===== config.mk =====
export PLATFORM = sky130hd
export DESIGN_NAME = gcd_core
export DESIGN_NICKNAME = d
export VERILOG_FILES = /design/src/rtl/gcd_core.sv
export SDC_FILE = /design/constraint.sdc
export NUM_CORES = 1
export LEC_CHECK = 0
export CORE_MARGIN = 8
export CORE_UTILIZATION = 35
export DETAILED_ROUTE_END_ITERATION = 6
export PLACE_DENSITY = 0.61
export SLEW_MARGIN = 20
export SYNTH_ARGS = -nofsm -noshare
export SYNTH_HDL_FRONTEND = slang
export SYNTH_SLANG_ARGS = --single-unit

===== constraint.sdc =====
create_clock -name clk -period 8.9 [get_ports clk]
set_input_delay 1.78 -clock clk [delete_from_list [all_inputs] [get_ports clk]]
set_output_delay 1.78 -clock clk [all_outputs]
set_load 0.02 [all_outputs]

===== src/rtl/gcd_core.sv =====
// gcd_core -- iterative greatest-common-divisor engine using repeated subtraction.
//
// A request is accepted while idle. The two operands are captured into working
// registers ca/cb. On each RUN cycle the smaller operand is subtracted from the
// larger one. When either operand reaches zero, the other one is the result.
// The result is presented on opt together with a one-cycle done pulse.
//
// Optional build macro: GCD_ITER_CNT_EN adds the iter_cnt output. It is a
// saturating count of subtraction steps for the current or most recent
// computation. Without the macro, the port and its counter are not built.

module gcd_core_chk #(
    parameter int WIDTH = 32
) (
    input logic             clk,
    input logic             rst,
    input logic             busy,
    input logic             done,
    input logic [WIDTH-1:0] opt
);

    // done is a pulse: a new computation needs at least two cycles after acceptance.
    a_done_single : assert property (@(posedge clk) disable iff (rst) done |=> !done);

    // The result is only presented once the engine has returned to idle.
    a_done_idle : assert property (@(posedge clk) disable iff (rst) done |-> !busy);

    // Reset leaves the block idle with a cleared result.
    a_reset_clears : assert property (@(posedge clk)
        rst |=> (!busy && !done && (opt == {WIDTH{1'b0}})));

    // opt only moves together with a done pulse or because of reset.
    a_opt_stable : assert property (@(posedge clk) disable iff (rst)
        (!done && !$past(rst)) |-> $stable(opt));

endmodule

module gcd_core #(
    parameter int WIDTH = 32
) (
    input  logic             clk,
    input  logic             rst,
    input  logic             start,
    input  logic [WIDTH-1:0] a,
    input  logic [WIDTH-1:0] b,
    output logic             busy,
    output logic             done,
    output logic [WIDTH-1:0] opt
`ifdef GCD_ITER_CNT_EN
    ,
    output logic [WIDTH-1:0] iter_cnt
`endif
);

    typedef enum logic [0:0] {
        IDLE = 1'b0,
        RUN  = 1'b1
    } state_t;

    localparam logic [WIDTH-1:0] ZERO_W = {WIDTH{1'b0}};

    state_t           state_r;
    logic [WIDTH-1:0] ca_r;
    logic [WIDTH-1:0] cb_r;
    logic [WIDTH-1:0] opt_r;
    logic             busy_r;
    logic             done_r;

    logic             operand_zero_s;
    logic             ca_ge_cb_s;
    logic [WIDTH-1:0] diff_ab_s;
    logic [WIDTH-1:0] diff_ba_s;
    logic [WIDTH-1:0] result_s;

    // Datapath: zero detect, compare, and both candidate differences.
    // Only the difference with the larger operand as minuend is ever used,
    // so the unused one may wrap without effect.
    always_comb begin
        operand_zero_s = (ca_r == ZERO_W) || (cb_r == ZERO_W);
        ca_ge_cb_s     = (ca_r >= cb_r);
        diff_ab_s      = ca_r - cb_r;
        diff_ba_s      = cb_r - ca_r;
        result_s       = ca_r | cb_r;
    end

    // Control FSM: working operands and registered busy/done/opt.
    always_ff @(posedge clk) begin
        if (rst) begin
            state_r <= IDLE;
            ca_r    <= ZERO_W;
            cb_r    <= ZERO_W;
            opt_r   <= ZERO_W;
            busy_r  <= 1'b0;
            done_r  <= 1'b0;
        end else begin
            // done is a pulse by default; only the finishing RUN edge raises it
            done_r <= 1'b0;
            case (state_r)
                IDLE: begin
                    // start is only looked at here, so requests while busy are dropped
                    if (start) begin
                        ca_r    <= a;
                        cb_r    <= b;
                        busy_r  <= 1'b1;
                        state_r <= RUN;
                    end
                end
                RUN: begin
                    if (operand_zero_s) begin
                        // With one operand at zero, the OR yields the other one (or zero)
                        opt_r   <= result_s;
                        done_r  <= 1'b1;
                        busy_r  <= 1'b0;
                        state_r <= IDLE;
                    end else if (ca_ge_cb_s) begin
                        ca_r <= diff_ab_s;
                    end else begin
                        cb_r <= diff_ba_s;
                    end
                end
                default: begin
                    state_r <= IDLE;
                    busy_r  <= 1'b0;
                end
            endcase
        end
    end

    assign busy = busy_r;
    assign done = done_r;
    assign opt  = opt_r;

`ifdef GCD_ITER_CNT_EN
    localparam logic [WIDTH-1:0] ONE_W = {{(WIDTH-1){1'b0}}, 1'b1};

    logic [WIDTH-1:0] iter_cnt_r;
    logic             accept_s;
    logic             step_s;
    logic             iter_sat_s;

    // Counter events derived from the FSM: new request accepted, or one subtraction step.
    always_comb begin
        accept_s   = (state_r == IDLE) && start;
        step_s     = (state_r == RUN) && !operand_zero_s;
        iter_sat_s = &iter_cnt_r;
    end

    // Saturating step counter. It clears on acceptance and holds after done.
    always_ff @(posedge clk) begin
        if (rst) begin
            iter_cnt_r <= ZERO_W;
        end else if (accept_s) begin
            iter_cnt_r <= ZERO_W;
        end else if (step_s && !iter_sat_s) begin
            iter_cnt_r <= iter_cnt_r + ONE_W;
        end
    end

    assign iter_cnt = iter_cnt_r;
`endif

    gcd_core_chk #(
        .WIDTH(WIDTH)
    ) u_chk (
        .clk (clk),
        .rst (rst),
        .busy(busy_r),
        .done(done_r),
        .opt (opt_r)
    );

endmodule


==> impl_metrics.xml, run 1 <==
<?xml version="1.0" encoding="UTF-8"?>
<metrics>
  <group name="floorplanning">
    <metric name="num_rows" unit="">57</metric>
    <metric name="placeableCoreArea" unit="um^2">24100</metric>
    <metric name="floorplan.io_pins" unit="">101</metric>
    <metric name="die_h" unit="um">172</metric>
    <metric name="fp.dieW" unit="um">172</metric>
    <metric name="starting_density" unit="%">35.4</metric>
    <metric name="die_area" unit="um^2">29600</metric>
  </group>
  <group name="worst_hold_path">
    <metric name="hold_path_class" unit="">register to register</metric>
    <metric name="whs_endpoint" unit="">opt[1]$_SDFFE_PP0P_</metric>
    <metric name="min_path_cells" unit="">2</metric>
    <metric name="hp-start" unit="">opt[1]$_SDFFE_PP0P_</metric>
  </group>
  <group name="yosys">
    <metric name="syn_area" unit="um^2">8530</metric>
    <metric name="synth_nets" unit="">1296</metric>
    <metric name="post_synth_and_or_nand_nor_area_fraction" unit="%">21.2</metric>
    <metric name="dominantRegCellSynth" unit="">sky130_fd_sc_hd__dfxtp_1</metric>
    <metric name="synth_largest_area_cell" unit="">sky130_fd_sc_hd__dfxtp_1</metric>
    <metric name="async_reset_ff_share" unit="%">0</metric>
    <metric name="yosysMostFrequentCell" unit="">sky130_fd_sc_hd__nor2_1</metric>
    <metric name="top_cells_by_count_synth" unit="">sky130_fd_sc_hd__nor2_1 (217), sky130_fd_sc_hd__a21oi_1 (115), sky130_fd_sc_hd__inv_1 (106)</metric>
    <metric name="synthesis.instances" unit="">1132</metric>
    <metric name="synthesis.area_per_instance" unit="um^2">7.54</metric>
    <metric name="yosysSeqAreaShare" unit="%">23.2</metric>
    <metric name="ys_seq_elements" unit="">99</metric>
    <metric name="area_share_of_the_leading_cell_type_in_the_synthesized_netlist" unit="%">23.2</metric>
    <metric name="synth_cell_types" unit="">81</metric>
    <metric name="synth_area_leaders" unit="">sky130_fd_sc_hd__dfxtp_1 (23%), sky130_fd_sc_hd__ha_1 (14%), sky130_fd_sc_hd__nor2_1 (9.5%)</metric>
    <metric name="post_synthesis_adder_cell_area_fraction" unit="%">14.4</metric>
    <metric name="multiplexer_area_fraction_after_synthesis" unit="%">1.42</metric>
    <metric name="synth_enable_flop_cells" unit="">0</metric>
    <metric name="yosys.area_share.xor_xnor" unit="%">5.34</metric>
    <metric name="synth_top_family_by_area" unit="">compound AO/OA/AOI/OAI gates</metric>
    <metric name="synth-compound-area-share" unit="%">25.9</metric>
    <metric name="yosysWarningCount" unit="">0</metric>
  </group>
  <group name="worst_setup_path">
    <metric name="worst_r2r_endpoint" unit="">cb_r[29]$_SDFFE_PP0P_</metric>
    <metric name="critical_path_class" unit="">register to register</metric>
    <metric name="crit-reg2reg-launch" unit="">cb_r[5]$_SDFFE_PP0P_</metric>
    <metric name="end_kind" unit="">register</metric>
    <metric name="reg2regPathDepth" unit="">12</metric>
    <metric name="r2r_slack" unit="ns">4.88</metric>
    <metric name="cp.required" unit="ns">9.16</metric>
    <metric name="cp-start-kind" unit="">register</metric>
    <metric name="crit_path_max_fanout" unit="">45</metric>
    <metric name="crit_arrival" unit="ns">4.28</metric>
  </group>
  <group name="sta">
    <metric name="rsz0062_at_grt" unit="">false</metric>
    <metric name="worstMarginPinSlew" unit="ns">0.923</metric>
    <metric name="post-route-worst-setup-slack" unit="ns">4.88</metric>
    <metric name="setup_viol_count_final" unit="">0</metric>
    <metric name="period_share" unit="%">45.2</metric>
    <metric name="hold_violations" unit="">0</metric>
    <metric name="final-max-slew-violation-count" unit="">0</metric>
    <metric name="skew" unit="ns">0.0101</metric>
    <metric name="max_clock_freq" unit="MHz">249</metric>
    <metric name="layout_min_cycle_time" unit="ns">4.02</metric>
    <metric name="slew_headroom" unit="%">38.3</metric>
    <metric name="setup-tns-final" unit="ns">0</metric>
  </group>
  <group name="detailed_routing">
    <metric name="detail_route.iter0.violations" unit="">777</metric>
    <metric name="totalWireLength" unit="um">28000</metric>
    <metric name="via_count" unit="">8241</metric>
    <metric name="post_drt_wl_per_cell" unit="um">18.5</metric>
    <metric name="antenna_violating_nets_post_route" unit="">0</metric>
    <metric name="drcViolationCount" unit="">0</metric>
    <metric name="dr.pass1.iters" unit="">5</metric>
    <metric name="viasPerCell" unit="">5.45</metric>
  </group>
  <group name="global_route">
    <metric name="grt_overflow" unit="">0</metric>
    <metric name="grt_first_pass_wirelength" unit="um">43800</metric>
    <metric name="antenna_found_initial" unit="">0</metric>
    <metric name="grt_start_max_net_pins" unit="">71</metric>
    <metric name="first_global_vias" unit="">7970</metric>
    <metric name="grt_use_total" unit="%">18.7</metric>
  </group>
  <group name="cells_and_area">
    <metric name="post_layout_nonfiller_instances" unit="">1511</metric>
    <metric name="drive_above_1_share" unit="%">5.56</metric>
    <metric name="area_growth_from_synthesis_to_layout" unit="%">17.0</metric>
    <metric name="antenna-diode-count" unit="">0</metric>
    <metric name="final_net_count" unit="">1346</metric>
    <metric name="post_route_utilization" unit="%">41.4</metric>
  </group>
  <group name="clocking">
    <metric name="cts_max_level" unit="">3</metric>
    <metric name="tritoncts" unit="">done</metric>
    <metric name="cts_inserted_buffers" unit="">9</metric>
    <metric name="ctsRootBufferMaster" unit="">sky130_fd_sc_hd__clkbuf_16</metric>
    <metric name="post-cts-setup-buffer-count" unit="">0</metric>
    <metric name="resized_cells_post_cts" unit="">0</metric>
    <metric name="worstSkewPairLatency" unit="ns">0.36</metric>
    <metric name="cts.path.max_buffers" unit="">2</metric>
    <metric name="holdBufCountCts" unit="">0</metric>
    <metric name="clock_sink_count" unit="">99</metric>
    <metric name="clk_pin_slew" unit="ns">0.08</metric>
  </group>
  <group name="place">
    <metric name="dp_cells" unit="">1495</metric>
    <metric name="detailed_place_hpwl" unit="um">21300</metric>
    <metric name="port-buffer-count" unit="">100</metric>
    <metric name="post-place-ws" unit="ns">4.81</metric>
    <metric name="place.gp.congestion" unit="">0.956</metric>
  </group>
  <group name="flow_run">
    <metric name="drv.max_cap_violation_count" unit="">0</metric>
  </group>
  <group name="status">
    <metric name="outcome" unit="">finished clean</metric>
  </group>
</metrics>
worst max-delay path, stage by stage, from the launching register on:
cell and delay (ns):
sky130_fd_sc_hd__dfxtp_1 0.49, sky130_fd_sc_hd__inv_1 0.11, sky130_fd_sc_hd__ha_1 0.43, sky130_fd_sc_hd__nor3_4 0.31, sky130_fd_sc_hd__o31ai_4 0.12, sky130_fd_sc_hd__a31oi_2 0.23, sky130_fd_sc_hd__o31ai_1 0.15, sky130_fd_sc_hd__a2111o_1 0.51
sky130_fd_sc_hd__a31oi_4 0.49, sky130_fd_sc_hd__buf_4 0.53, sky130_fd_sc_hd__or2_1 0.22, sky130_fd_sc_hd__a211oi_1 0.06, sky130_fd_sc_hd__a31o_1 0.22
cell type report:
| cell class | instances | area (um^2) |
|---|---|---|
| clock buffers | 11 | 243 |
| clock inverters | 5 | 60.1 |
| fillers | 2524 | 14100 |
| inverters | 111 | 417 |
| multi-input cells | 856 | 5840 |
| flip-flops and latches | 99 | 1990 |
| well taps | 324 | 405 |
| repair buffers | 105 | 1040 |
state kept, by name (all words and copies together), names as in the netlist:
| name | flops |
|---|---|
| ca_r | 32 |
| cb_r | 32 |
| opt | 32 |
| busy | 1 |
| done | 1 |
| state_r | 1 |
cells in the final DEF, fill, tap and decap left out, drive strengths merged, types with 4 or more instances in the layout:
| master | n |
|---|---|
| or4 | 5 |
| buf | 6 |
| and3 | 7 |
| o21bai | 7 |
| nand4 | 9 |
| clkbuf | 11 |
| ha | 95 |
| a211o | 10 |
| o2111ai | 4 |
| a221oi | 8 |
| mux2i | 11 |
| nor2b | 17 |
| o311a | 4 |
| a31oi | 16 |
| o31a | 4 |
| inv | 110 |
| a21oi | 117 |
| nand2b | 13 |
| dfxtp | 99 |
| o211ai | 5 |
| o21a | 4 |
| nor4b | 4 |
| clkdlybuf4s50 | 99 |
| o21ai | 36 |
| o221ai | 9 |
| a21boi | 4 |
| nor3 | 13 |
| a211oi | 47 |
| nand2 | 34 |
| xor2 | 9 |
| clkinv | 4 |
| nor2 | 218 |
| a31o | 5 |
| or2 | 8 |
| or3 | 10 |
| nand3 | 14 |
| xnor2 | 43 |
| nor4 | 22 |
| o31ai | 13 |
kinds of logic after synthesis:
kind of cell / count (synthesis)
adder cells (fa/ha/maj): 97
buffers and inverters: 177
flip-flops: 99
multiplexers: 12
XOR/XNOR: 52
AND/OR/NAND/NOR: 381
AO/OA/AOI/OAI: 314
worst max-delay path by stage:
stage | start | endpoint | slack, ns | depth (start not counted)
CTS | cb_r[5]$_SDFFE_PP0P_ | cb_r[29]$_SDFFE_PP0P_ | 4.87 | 12
detailed placement | start | cb_r[29]$_SDFFE_PP0P_ | 4.81 | 7
finish | cb_r[5]$_SDFFE_PP0P_ | cb_r[29]$_SDFFE_PP0P_ | 4.88 | 12
global route | ca_r[0]$_SDFFE_PP0P_ | cb_r[23]$_SDFFE_PP0P_ | 4.70 | 13
floorplan | start | ca_r[11]$_SDFFE_PP0P_ | 5.98 | 7
global placement | start | cb_r[23]$_SDFFE_PP0P_ | 4.87 | 7
routing by layer:
layer / wire (um) / track usage, % / vias up
met5: 0 / 0 / -
met4: 713 / 6.52 / 0
met3: 1530 / 2.88 / 39
met2: 12700 / 30.0 / 270
met1: 13000 / 25.0 / 3879
li1: - / - / 4053
stage by stage:
| step | instance area (um^2) | hold slack, ns |
|---|---|---|
| finish | 9980 | 0.487 |
| global route | 9980 | 0.519 |
| CTS | 9980 | 0.493 |
| detailed placement | 9680 | 0.473 |
| global placement | 9680 | 0.463 |
| floorplan | 8530 | 0.461 |
Power of run 1 is left out: the tool's default activity adds up to more than one toggle a clock period on the data nets, which glitch-free logic cannot reach.
==> run 2: changes to the inputs <==
clock period = 4.2 ns   (was 8.9 ns; I/O delays follow)
==> run 2 against run 1 <==
Register-to-register slack worse by 4.6 ns. Routed wire length increased by 1.1%. Sequential cell count is the same. Via count up 0.39%. Sequential share of layout area is 0.19 points lower. Hold slack lost 0.0041 ns. Worst setup slack got worse by 4.6 ns. Critical path depth stayed put. Clock-buffer cell count is 1 higher. Clock skew fell by 0.0012 ns. Largest cell class unchanged. Highest routed layer unchanged.
==> impl_metrics.xml, run 2 (synthesis results as in run 1) <==
<?xml version="1.0" encoding="UTF-8"?>
<metrics>
  <group name="cells_and_area">
    <metric name="layout.cells.most_common" unit="">sky130_fd_sc_hd__nor2_1</metric>
    <metric name="final_net_count" unit="">1356</metric>
    <metric name="seqCellArea" unit="um^2">1990</metric>
    <metric name="area_growth_from_synthesis_to_layout" unit="%">18.1</metric>
    <metric name="multi_input_comb_area" unit="um^2">5840</metric>
    <metric name="drive_above_1_share" unit="%">6.43</metric>
    <metric name="fill_cells" unit="">2529</metric>
    <metric name="antenna-diode-count" unit="">0</metric>
    <metric name="post_route_utilization" unit="%">41.8</metric>
    <metric name="layout_common_cells" unit="">sky130_fd_sc_hd__nor2_1 (217), sky130_fd_sc_hd__a21oi_1 (115), sky130_fd_sc_hd__inv_1 (106)</metric>
  </group>
  <group name="worst_setup_path">
    <metric name="cp-start-kind" unit="">register</metric>
    <metric name="r2r_slack" unit="ns">0.32</metric>
    <metric name="crit_path_max_fanout" unit="">35</metric>
    <metric name="reg2regPathDepth" unit="">12</metric>
    <metric name="critical_path_class" unit="">register to register</metric>
    <metric name="crit-reg2reg-launch" unit="">cb_r[5]$_SDFFE_PP0P_</metric>
    <metric name="worst_r2r_endpoint" unit="">ca_r[12]$_SDFFE_PP0P_</metric>
    <metric name="cp.required" unit="ns">4.44</metric>
    <metric name="end_kind" unit="">register</metric>
    <metric name="crit_arrival" unit="ns">4.12</metric>
  </group>
  <group name="global_route">
    <metric name="grt_use_total" unit="%">19.0</metric>
    <metric name="antenna_found_initial" unit="">0</metric>
    <metric name="first_global_vias" unit="">8200</metric>
    <metric name="grt_overflow" unit="">0</metric>
    <metric name="grt_start_max_net_pins" unit="">62</metric>
    <metric name="grt_first_pass_wirelength" unit="um">44600</metric>
  </group>
  <group name="detailed_routing">
    <metric name="viasPerCell" unit="">5.44</metric>
    <metric name="via_count" unit="">8273</metric>
    <metric name="antenna_violating_nets_post_route" unit="">0</metric>
    <metric name="totalWireLength" unit="um">28300</metric>
    <metric name="dr.pass1.iters" unit="">5</metric>
    <metric name="drcViolationCount" unit="">0</metric>
    <metric name="post_drt_wl_per_cell" unit="um">18.6</metric>
    <metric name="detail_route.iter0.violations" unit="">750</metric>
  </group>
  <group name="floorplanning">
    <metric name="num_rows" unit="">57</metric>
    <metric name="starting_density" unit="%">35.4</metric>
    <metric name="die_area" unit="um^2">29600</metric>
    <metric name="placeableCoreArea" unit="um^2">24100</metric>
    <metric name="fp.dieW" unit="um">172</metric>
    <metric name="die_h" unit="um">172</metric>
    <metric name="floorplan.io_pins" unit="">101</metric>
  </group>
  <group name="worst_hold_path">
    <metric name="whs_endpoint" unit="">opt[28]$_SDFFE_PP0P_</metric>
    <metric name="min_path_cells" unit="">2</metric>
    <metric name="hp-start" unit="">opt[28]$_SDFFE_PP0P_</metric>
    <metric name="hold_path_class" unit="">register to register</metric>
  </group>
  <group name="sta">
    <metric name="skew" unit="ns">0.00885</metric>
    <metric name="layout_min_cycle_time" unit="ns">3.88</metric>
    <metric name="setup-tns-final" unit="ns">0</metric>
    <metric name="setup_viol_count_final" unit="">0</metric>
    <metric name="rsz0062_at_grt" unit="">false</metric>
    <metric name="hold_violations" unit="">0</metric>
    <metric name="slew_headroom" unit="%">31.7</metric>
    <metric name="final-max-slew-violation-count" unit="">0</metric>
    <metric name="period_share" unit="%">92.3</metric>
    <metric name="max_clock_freq" unit="MHz">258</metric>
    <metric name="worstMarginPinSlew" unit="ns">1.02</metric>
  </group>
  <group name="clocking">
    <metric name="cts_inserted_buffers" unit="">9</metric>
    <metric name="holdBufCountCts" unit="">0</metric>
    <metric name="post-cts-setup-buffer-count" unit="">0</metric>
    <metric name="ctsRootBufferMaster" unit="">sky130_fd_sc_hd__clkbuf_16</metric>
    <metric name="tritoncts" unit="">done</metric>
    <metric name="cts_max_level" unit="">3</metric>
    <metric name="clk_pin_slew" unit="ns">0.07</metric>
    <metric name="worstSkewPairLatency" unit="ns">0.37</metric>
    <metric name="cts.path.max_buffers" unit="">2</metric>
    <metric name="resized_cells_post_cts" unit="">0</metric>
    <metric name="clock_sink_count" unit="">99</metric>
  </group>
  <group name="place">
    <metric name="port-buffer-count" unit="">100</metric>
    <metric name="place.gp.congestion" unit="">0.966</metric>
    <metric name="detailed_place_hpwl" unit="um">21800</metric>
  </group>
  <group name="flow_run">
    <metric name="drv.max_cap_violation_count" unit="">0</metric>
  </group>
  <group name="status">
    <metric name="outcome" unit="">finished clean</metric>
  </group>
</metrics>
## run 2: cell types whose count changed in the layout (fill, tap and decap cells not counted), sizes merged
cell,before,now
clkinvlp,1,2
clkinv,4,3
clkbuf,11,12
bufinv,1,0
buf,6,16
## run 2: how the worst max path moves through the flow
| stage | endpoint | start | cells after the start | slack [ns] |
|---|---|---|---|---|
| 2_1_floorplan | ca_r[11]$_SDFFE_PP0P_ | ca_r[0]$_SDFFE_PP0P_ | 13 | 1.28 |
| 6_report | ca_r[12]$_SDFFE_PP0P_ | cb_r[5]$_SDFFE_PP0P_ | 12 | 0.32 |
| 3_5_place_dp | ca_r[6]$_SDFFE_PP0P_ | cb_r[5]$_SDFFE_PP0P_ | 12 | 0.36 |
| 4_1_cts | ca_r[6]$_SDFFE_PP0P_ | cb_r[5]$_SDFFE_PP0P_ | 12 | 0.34 |
| 3_3_place_gp | ca_r[11]$_SDFFE_PP0P_ | cb_r[5]$_SDFFE_PP0P_ | 12 | 0.43 |
| 5_1_grt | ca_r[9]$_SDFFE_PP0P_ | cb_r[5]$_SDFFE_PP0P_ | 12 | 0.02 |
## run 2: worst max-delay path, stage by stage, from the launching register on
cell	delay [ns]
sky130_fd_sc_hd__dfxtp_1	0.46
sky130_fd_sc_hd__inv_1	0.10
sky130_fd_sc_hd__ha_1	0.53
sky130_fd_sc_hd__nor3b_1	0.12
sky130_fd_sc_hd__nor3_2	0.23
sky130_fd_sc_hd__a31oi_2	0.14
sky130_fd_sc_hd__o31ai_1	0.40
sky130_fd_sc_hd__a2111o_1	0.30
sky130_fd_sc_hd__a31o_2	0.86
sky130_fd_sc_hd__buf_4	0.35
sky130_fd_sc_hd__a211oi_2	0.05
sky130_fd_sc_hd__a21oi_1	0.15
sky130_fd_sc_hd__nor2_1	0.05
## run 2: per-stage QoR
step           worst slack (ns)  hold slack (ns)  cells  instance area (um^2)
2_1_floorplan              1.28            0.461   1132                  8530
3_3_place_gp              0.433            0.465   1505                  9780
3_5_place_dp              0.356            0.472   1505                  9780
4_1_cts                   0.341            0.491   1521                 10100
5_1_grt                  0.0151            0.508   1521                 10100
6_report                  0.322            0.482   1521                 10100
## run 2: area by class of cell
cell class	instances	share of cell area, %
clock buffer	12	2.64
clock inverter	4	0.323
inverter	111	4.13
multi-input combinational	856	57.9
sequential	99	19.7
tap	324	4.02
timing repair buffer	115	11.3
## run 2: routing by layer
metal | track usage [%] | share of wire [%] | up-vias
met5 | 0 | 0 | -
met4 | 6.63 | 2.7 | 0
met3 | 3.61 | 6.5 | 41
met2 | 30.1 | 45 | 261
met1 | 25.4 | 46 | 3911
li1 | - | - | 4060
Power of run 2 is left out for the same reason.
